==> src/rtl/lib_pkg.sv <==
`default_nettype none
//------------------------------------------------------------------------------
// Module  : lib_pkg
// Brief   : Shared types and helpers for the lib_* arbiter/buffer blocks.
// Revision: 1.0 - initial release
//------------------------------------------------------------------------------
package lib_pkg;

    typedef enum logic [0:0] {
        LIB_ARB_IDLE   = 1'b0,
        LIB_ARB_LOCKED = 1'b1
    } lib_arb_lock_e;

    // Index width that never collapses to zero for single-entry ranges
    function automatic int lib_clog2_min1(input int n);
        return (n > 1) ? $clog2(n) : 1;
    endfunction

endpackage
`default_nettype wire

==> src/rtl/lib_skid_buf.sv <==
`default_nettype none
//------------------------------------------------------------------------------
// Module  : lib_skid_buf
// Brief   : Two-entry (main + skid) registered output stage for valid/ready.
// Revision: 1.0 - initial release
//------------------------------------------------------------------------------
module lib_skid_buf #(
    parameter int WIDTH = 32
) (
    input  logic             clk,
    input  logic             rstn,
    input  logic             i_val,
    input  logic [WIDTH-1:0] i_data,
    output logic             o_skid_empty,
    output logic             o_val,
    output logic [WIDTH-1:0] o_data,
    input  logic             i_rdy
);

    logic             r_main_val;
    logic [WIDTH-1:0] r_main_data;
    logic             r_skid_val;
    logic [WIDTH-1:0] r_skid_data;
    logic             w_drain;

    assign w_drain      = r_main_val & i_rdy;
    assign o_val        = r_main_val;
    assign o_data       = r_main_data;
    assign o_skid_empty = ~r_skid_val;

    // i_val is a completed upstream handshake; upstream only accepts while
    // the skid entry is empty, so a push never collides with a full skid.
    always_ff @(posedge clk or negedge rstn) begin
        if (!rstn) begin
            r_main_val  <= 1'b0;
            r_main_data <= '0;
            r_skid_val  <= 1'b0;
            r_skid_data <= '0;
        end else if (w_drain) begin
            if (r_skid_val) begin
                r_main_data <= r_skid_data;
                r_skid_val  <= 1'b0;
            end else if (i_val) begin
                r_main_data <= i_data;
            end else begin
                r_main_val  <= 1'b0;
            end
        end else if (i_val) begin
            if (!r_main_val) begin
                r_main_val  <= 1'b1;
                r_main_data <= i_data;
            end else begin
                r_skid_val  <= 1'b1;
                r_skid_data <= i_data;
            end
        end
    end

endmodule
`default_nettype wire

==> src/rtl/lib_arb_mux.sv <==
`default_nettype none
//------------------------------------------------------------------------------
// Module  : lib_arb_mux
// Brief   : N-to-1 round-robin valid/ready mux with source tag and skid output.
//           Define LIB_ARB_MUX_PKT_LOCK_EN to hold the grant for whole packets.
// Revision: 1.0 - initial release
//------------------------------------------------------------------------------
module lib_arb_mux
    import lib_pkg::*;
#(
    parameter  int NUM_IN   = 4,
    parameter  int NUM_BITS = 32,
    localparam int SRC_W    = lib_clog2_min1(NUM_IN)
) (
    input  logic                             clk,
    input  logic                             rstn,
    input  logic [NUM_IN-1:0]                in_val,
    input  logic [NUM_IN-1:0][NUM_BITS-1:0]  in_d,
    input  logic [NUM_IN-1:0]                in_last,
    output logic [NUM_IN-1:0]                in_rdy,
    output logic                             out_val,
    output logic [NUM_BITS-1:0]              out_d,
    output logic                             out_last,
    output logic [SRC_W-1:0]                 out_src,
    input  logic                             out_rdy
);

    localparam int PAY_W = 1 + SRC_W + NUM_BITS;
    localparam int SUM_W = SRC_W + 1;

    logic [SRC_W-1:0]  r_ptr;
    logic [NUM_IN-1:0] w_req;
    logic              w_any;
    logic [SRC_W-1:0]  w_idx;
    logic [SUM_W-1:0]  w_sum;
    logic              w_skid_empty;
    logic              w_acc;
    logic              w_push;
    logic              w_last;
    logic              w_adv;
    logic [PAY_W-1:0]  w_out_data;

    // First requester at or after the pointer, wrapping modulo NUM_IN
    always_comb begin
        w_any = 1'b0;
        w_idx = '0;
        w_sum = '0;
        for (int k = 0; k < NUM_IN; k++) begin
            w_sum = {1'b0, r_ptr} + SUM_W'(k);
            if (w_sum >= SUM_W'(NUM_IN)) begin
                w_sum = w_sum - SUM_W'(NUM_IN);
            end
            if (!w_any && w_req[w_sum[SRC_W-1:0]]) begin
                w_any = 1'b1;
                w_idx = w_sum[SRC_W-1:0];
            end
        end
    end

    assign w_acc  = rstn & w_skid_empty;
    assign w_push = w_acc & w_any;
    assign in_rdy = w_push ? (NUM_IN'(1) << w_idx) : '0;
    assign w_last = in_last[w_idx];

`ifdef LIB_ARB_MUX_PKT_LOCK_EN
    lib_arb_lock_e    r_state;
    logic [SRC_W-1:0] r_owner;

    // While locked, non-owners are masked even if the owner is idle
    assign w_req = (r_state == LIB_ARB_LOCKED) ? (in_val & (NUM_IN'(1) << r_owner)) : in_val;
    assign w_adv = w_push & w_last;

    always_ff @(posedge clk or negedge rstn) begin
        if (!rstn) begin
            r_state <= LIB_ARB_IDLE;
            r_owner <= '0;
        end else if (w_push) begin
            case (r_state)
                LIB_ARB_IDLE: begin
                    if (!w_last) begin
                        r_state <= LIB_ARB_LOCKED;
                        r_owner <= w_idx;
                    end
                end
                LIB_ARB_LOCKED: begin
                    if (w_last) begin
                        r_state <= LIB_ARB_IDLE;
                    end
                end
                default: r_state <= LIB_ARB_IDLE;
            endcase
        end
    end
`else
    assign w_req = in_val;
    assign w_adv = w_push;
`endif

    always_ff @(posedge clk or negedge rstn) begin
        if (!rstn) begin
            r_ptr <= '0;
        end else if (w_adv) begin
            r_ptr <= (w_idx == SRC_W'(NUM_IN - 1)) ? '0 : w_idx + SRC_W'(1);
        end
    end

    lib_skid_buf #(
        .WIDTH (PAY_W)
    ) u_out (
        .clk          (clk),
        .rstn         (rstn),
        .i_val        (w_push),
        .i_data       ({w_last, w_idx, in_d[w_idx]}),
        .o_skid_empty (w_skid_empty),
        .o_val        (out_val),
        .o_data       (w_out_data),
        .i_rdy        (out_rdy)
    );

    assign {out_last, out_src, out_d} = w_out_data;

endmodule
`default_nettype wire

==> config.mk <==
export PLATFORM = sky130hd
export DESIGN_NAME = lib_arb_mux
export DESIGN_NICKNAME = d
export VERILOG_FILES = /design/src/rtl/lib_pkg.sv /design/src/rtl/lib_skid_buf.sv /design/src/rtl/lib_arb_mux.sv
export SDC_FILE = /design/constraint.sdc
export NUM_CORES = 1
export LEC_CHECK = 0
export CORE_ASPECT_RATIO = 0.5
export CORE_MARGIN = 10
export CORE_UTILIZATION = 38
export DETAILED_ROUTE_END_ITERATION = 10
export MAX_ROUTING_LAYER = met4
export PLACE_DENSITY = 0.84
export SLEW_MARGIN = 40
export SYNTH_ARGS = -nofsm -noshare
export SYNTH_HDL_FRONTEND = slang
export SYNTH_SLANG_ARGS = --single-unit
export TNS_END_PERCENT = 5
==> constraint.sdc <==
create_clock -name clk -period 2.1 [get_ports clk]
set_input_delay 0.42 -clock clk [delete_from_list [all_inputs] [get_ports clk]]
set_output_delay 0.42 -clock clk [all_outputs]
set_load 0.01 [all_outputs]
After elaboration in Yosys (flattened, before gate mapping)
Cells that the tools add are included.
{ "totals": {"register_bits": 74, "input_bits": 139, "out_inout_bits": 40, "word_cells": 83} }
{ "op_classes": {"addsub": 8, "n_lt_le_gt_ge": 9, "eq_ne": 4, "n_shift": 1, "n_mux": 38, "n_bitwise": 5, "n_reduce_logical": 13} }
{ "ops": {"columns": ["cell", "n"], "rows": [
  ["$mux 35", 5],
  ["$bmux 32 s2", 1],
  ["$mux 32", 1],
  ["$mux 2", 9],
  ["$mux 1", 16],
  ["$lt 2x3->1 const B", 5],
  ["$bmux 1 s2", 5],
  ["$ge 3x3->1 const B", 3],
  ["$reduce_and 3->1", 3],
  ["$sub 2x1->2 const B", 4],
  ["$add 2x2->3 const B", 2],
  ["$ne 2x2->1 const B", 3],
  ["$reduce_bool 2->1", 3],
  ["$mux 4", 1],
  ["$shl 1x2->4 const A", 1],
  ["$add 2x1->3 const B", 1],
  ["$and 1x1->1", 3],
  ["$ge 2x3->1 const B", 1],
  ["$logic_and 1x1->1", 3],
  ["$logic_not 1->1", 3],
  ["$add 2x1->2 const B", 1],
  ["$eq 2x2->1 const B", 1],
  ["$not 1->1", 2],
  ["$reduce_and 2->1", 1]
]} }

Longest topological paths before layout
{ "logic_depth": {"depth_word": 19, "depth_mapped": 9, "depth_no_buf": 7} }

Hierarchy
From an unflattened synthesis, not the netlist that was laid out.
{ "hier_totals": {"cells_unflattened": 459, "hier_area_um2": 4850.9} }
{ "by_module_without_submodules": {"columns": ["mod", "instances", "cells_each", "area_each_um2", "seq_area_each_um2"], "rows": [
  ["lib_skid_buf", 1, 321, 3582.2, 1801.7],
  ["lib_arb_mux", 1, 138, 1268.7, 50.0]
]} }

Least setup slack after synthesis
Ideal clock, no wire load.
{ "synth_path": {"path_kind": "input to output", "startpoint": "input in_val[0]", "endpoint": "output in_rdy[0]", "arrival_ns": 1.813, "required_time_ns": 1.680, "slack_ns": -0.133, "cell_stages": 8, "n_path_buf": 1, "path_cell_list": "nor2b_1 a21oi_1 nor2_1 a211oi_4 buf_2 inv_1 ha_1 and2_1"} }
{ "synth_via": {"elab_chain_cells": 14, "word_cells_on_any_way": 25, "cone_classes": "shift: 1; mux: 17; bitwise: 1; reduce/logical: 6"} }
{ "synth_lines": {"columns": ["item", "line", "source"], "rows": [
  ["start, declared", "lib_arb_mux.sv:17", "input logic [NUM_IN-1:0] in_val,"],
  ["$bmux 1 s2", "lib_arb_mux.sv:53", "if (!w_any && w_req[w_sum[SRC_W-1:0]]) begin"],
  ["$mux 1 (not written as such)", "lib_arb_mux.sv:53", null],
  ["$mux 1", "lib_arb_mux.sv:53", null],
  ["$logic_not 1->1", "lib_arb_mux.sv:53", null],
  ["$logic_and 1x1->1", "lib_arb_mux.sv:53", null],
  ["$mux 1", "lib_arb_mux.sv:53", null],
  ["$logic_not 1->1", "lib_arb_mux.sv:53", null],
  ["$logic_and 1x1->1", "lib_arb_mux.sv:53", null],
  ["$mux 1", "lib_arb_mux.sv:53", null],
  ["$logic_not 1->1", "lib_arb_mux.sv:53", null],
  ["$logic_and 1x1->1", "lib_arb_mux.sv:53", null],
  ["$mux 2 *", "lib_arb_mux.sv:53", null],
  ["via u_out.i_data[32]", "lib_skid_buf.sv:13", "input logic [WIDTH-1:0] i_data,"],
  ["$shl 1x2->4 *", "lib_arb_mux.sv:62", "assign in_rdy = w_push ? (NUM_IN'(1) << w_idx) : '0;"],
  ["$mux 4 *", "lib_arb_mux.sv:62", null],
  ["end, declared", "lib_arb_mux.sv:20", "output logic [NUM_IN-1:0] in_rdy,"]
]} }
The timed path passes the listed nets; every way through them passes the cells marked *. The select of a mux whose other input is x is not followed.

Worst setup path in the final report
{ "layout_path": {"startpoint": "register r_ptr[0]", "endpoint": "output in_rdy[2]"} }
{ "layout_via": {"elab_chain_cells": 16, "word_cells_on_any_way": 40, "cone_classes": "add/sub: 7; order compare: 4; shift: 1; mux: 21; bitwise: 1; reduce/logical: 6"} }
{ "layout_lines": {"columns": ["item", "line", "source"], "rows": [
  ["start, declared", "lib_arb_mux.sv:31", "logic [SRC_W-1:0] r_ptr;"],
  ["start signal, assigned", "lib_arb_mux.sv:103", "r_ptr <= (w_idx == SRC_W'(NUM_IN - 1)) ? '0 : w_idx + SRC_W'(1);"],
  ["parallel branches: the longest is 15 deep, another holds $add 2x1->3", null, null],
  ["$mux 4 *", "lib_arb_mux.sv:62", null]
]} }
Mark *: on every way between the ends. The select of a mux whose other input is x is not followed.

==> impl_metrics.json <==
{
  "outcome": "finished, violations left",
  "failed_checks": "negative setup slack",
  "vias": 3614,
  "cp_data_required_time_ps": 1680,
  "routed_via_density": 5.06,
  "dpl.hpwl_mm": 9.64,
  "worstPathArrival_ps": 1780,
  "postCtsHoldBufs": 0,
  "nNetsFinal": 712,
  "root_buffer": "clkbuf_16",
  "clk_path_buf_depth": 2,
  "ys_seq_elements": 74,
  "synth-async-reset-ratio": 1.00,
  "drc": 0,
  "clock_skew_ps": 4.57,
  "fp.coreArea_um2": 10300,
  "ys_seq_area_frac": 0.455,
  "min_period_ps": 2200,
  "start_kind": "flip-flop",
  "ant_nets": 0,
  "placed_area_um2": 6070,
  "netlist_instances": 382,
  "drt_iter0_drc": 196,
  "numPortBuffers": 178,
  "rows": 26,
  "p_total_mw": 7.94,
  "die-area_um2": 15500,
  "grtUsageTotal": 0.160,
  "chipHeight_um": 93.2,
  "synthTopCellsByCount": "dfrtp_1 (74), mux2i_1 (68), o21ai_1 (66), nand2_1 (37), mux2_2 (34)",
  "synth_warnings": 0,
  "grt_max_degree": 75,
  "fillCellCount": 828,
  "drive_above_1_share": 0.171,
  "area_growth_pct": 60.1,
  "post-route-period-util": 1.05,
  "stdcell_area_um2": 6510,
  "wl_mm": 12.7,
  "holdWs_ps": 192,
  "place_inst": 692,
  "final-max-slew-violation-count": 0,
  "synth_edf_count": 0,
  "synth_cell_types": 27,
  "fmax_mhz": 455,
  "syn_area_um2": 4070,
  "peakVddDrop_mv": 0.507,
  "io_pins": 179,
  "first_pass_iters": 4,
  "crit_fanout": 3,
  "antennaDiodeCount": 0,
  "synthesis.nets": 525,
  "layout.cells.non_filler": 714,
  "initial_core_util": 0.394,
  "cts_tree": "done",
  "synthTopCellsByArea": "dfrtp_1 (46%), mux2i_1 (17%), mux2_2 (9.4%), o21ai_1 (8.1%), a22oi_1 (6.1%)",
  "clkLatencyLatePin_ps": 330,
  "powerDensity_nw_per_um2": 1220,
  "rsz0062_at_grt": "yes",
  "grt_pass1_wl_mm": 19.8,
  "syn_avg_cell_area_um2": 10.6,
  "wl_per_cell_um": 17.8,
  "power.leakage_nw": 2.83,
  "die_w_um": 166,
  "yosysTopAreaCellShare": 0.455,
  "grt_pass1_vias": 3814,
  "path_class": "reg -> out",
  "grt_remaining_overflow": 0,
  "setup_viol_count_final": 4,
  "gp_congestion": 0.810,
  "synth_flop_cell": "dfrtp_1",
  "synth_top_cell_by_area": "dfrtp_1",
  "worst_slack_ps": -97.9,
  "clk_pin_slew_ps": 60,
  "worst_slew_pin_slew_ps": 657,
  "hp-class": "in -> async",
  "h-tree-depth": 3,
  "final_util": 0.632,
  "r2r_setup_slack_ps": 70,
  "cts.sinks": 74,
  "synth.most_common_cell": "dfrtp_1",
  "final-hold-violation-count": 0,
  "max-slew-margin-rel": 0.562,
  "cp-end-kind": "output port",
  "drv_cap": 0,
  "cts_made_buffers": 9,
  "antenna_found_initial": 0
}
[power breakdown]
group / internal [mW] / switching (mW) / leakage, nW
combinational: 2.18 / 1.90 / 1.78
sequential: 2.11 / 0.383 / 0.915
clock: 0.826 / 0.539 / 0.133
total: 5.12 / 2.82 / 2.83
[worst paths after layout]
kind / from / to / cells past startpoint
setup / recovery: r_ptr[0]$_DFFE_PN0P_ / in_rdy[2] / 7
setup reg to reg: r_ptr[0]$_DFFE_PN0P_ / u_out.o_data[21]$_DFFE_PN0P_ / 8
min in group clk: u_out.r_skid_data[26]$_DFFE_PN0P_ / u_out.r_skid_data[26]$_DFFE_PN0P_ / 2
max in group asynchronous: rstn / u_out.o_data[11]$_DFFE_PN0P_ / 2
hold reg to reg: u_out.r_skid_data[26]$_DFFE_PN0P_ / u_out.r_skid_data[26]$_DFFE_PN0P_ / 2
hold / removal: rstn / u_out.r_skid_data[33]$_DFFE_PN0P_ / 2
[placed cells by master, fill, tap and decap left out, drive strengths merged, types with 4 or more instances in the layout]
cell / n
a22oi: 33
clkdlybuf4s50: 169
clkbuf: 14
a21oi: 5
o21ai: 70
buf: 32
nor2: 4
mux2i: 68
ha: 4
dfrtp: 74
and2: 4
mux2: 34
nand2: 37
inv: 7
[logic make-up after synthesis]
kind of cell | Yosys count | synth area share
fa+ha+maj | 4 | 0.0123
compound gates | 115 | 0.171
flops | 74 | 0.455
simple gates | 50 | 0.0520
buf+inv | 37 | 0.0483
mux | 102 | 0.261
[stage by stage]
| step | setup slack, ps | TNS, ps |
|---|---|---|
| 2_1_floorplan | 14.5 | 0 |
| 3_3_place_gp | -700 | -35450 |
| 3_5_place_dp | -753 | -40010 |
| 4_1_cts | -120 | -464 |
| 5_1_grt | -179 | -701 |
| 6_report | -97.9 | -363 |
[final cells by class]
cell class / count / area (µm²) / share of cell area
clock buffer: 13 / 250 / 0.0384
clock inverter: 3 / 15.0 / 0.00231
inverter: 7 / 26.3 / 0.00403
multi-input combinational: 271 / 2140 / 0.329
sequential: 74 / 1850 / 0.284
tap: 140 / 175 / 0.0269
timing repair buffer: 206 / 2050 / 0.315
[registers in the layout, summed over array words and instances (netlist names)]
register / cells
u_out.o_data: 35
u_out.r_skid_val: 1
u_out.r_skid_data: 35
r_ptr: 2
u_out.o_val: 1
[routing by layer]
| metal | part of all wire | vias up | GRT usage |
|---|---|---|---|
| met3 | 0.023 | 21 | 0.0272 |
| li1 | - | 1765 | - |
| met1 | 0.38 | 1761 | 0.165 |
| met5 | 0 | - | - |
| met4 | 0.022 | 0 | 0.0538 |
| met2 | 0.57 | 67 | 0.307 |
[critical path, cell delays in order (launching register included)]
cell and delay [ps]:
dfrtp_1 420, buf_6 130, o22ai_4 60, a211oi_4 320, inv_2 120, ha_4 170, and2_4 130, buf_6 110
[what timing repair did]
item | in CTS | in global routing
gates cloned | 0 | 0
gates resized for setup | 39 | 17
pin swaps | 7 | 3
setup buffers | 7 | 0
endpoints found under the setup margin | 70 | 66
No activity file was read; power rests on OpenSTA's default activity.
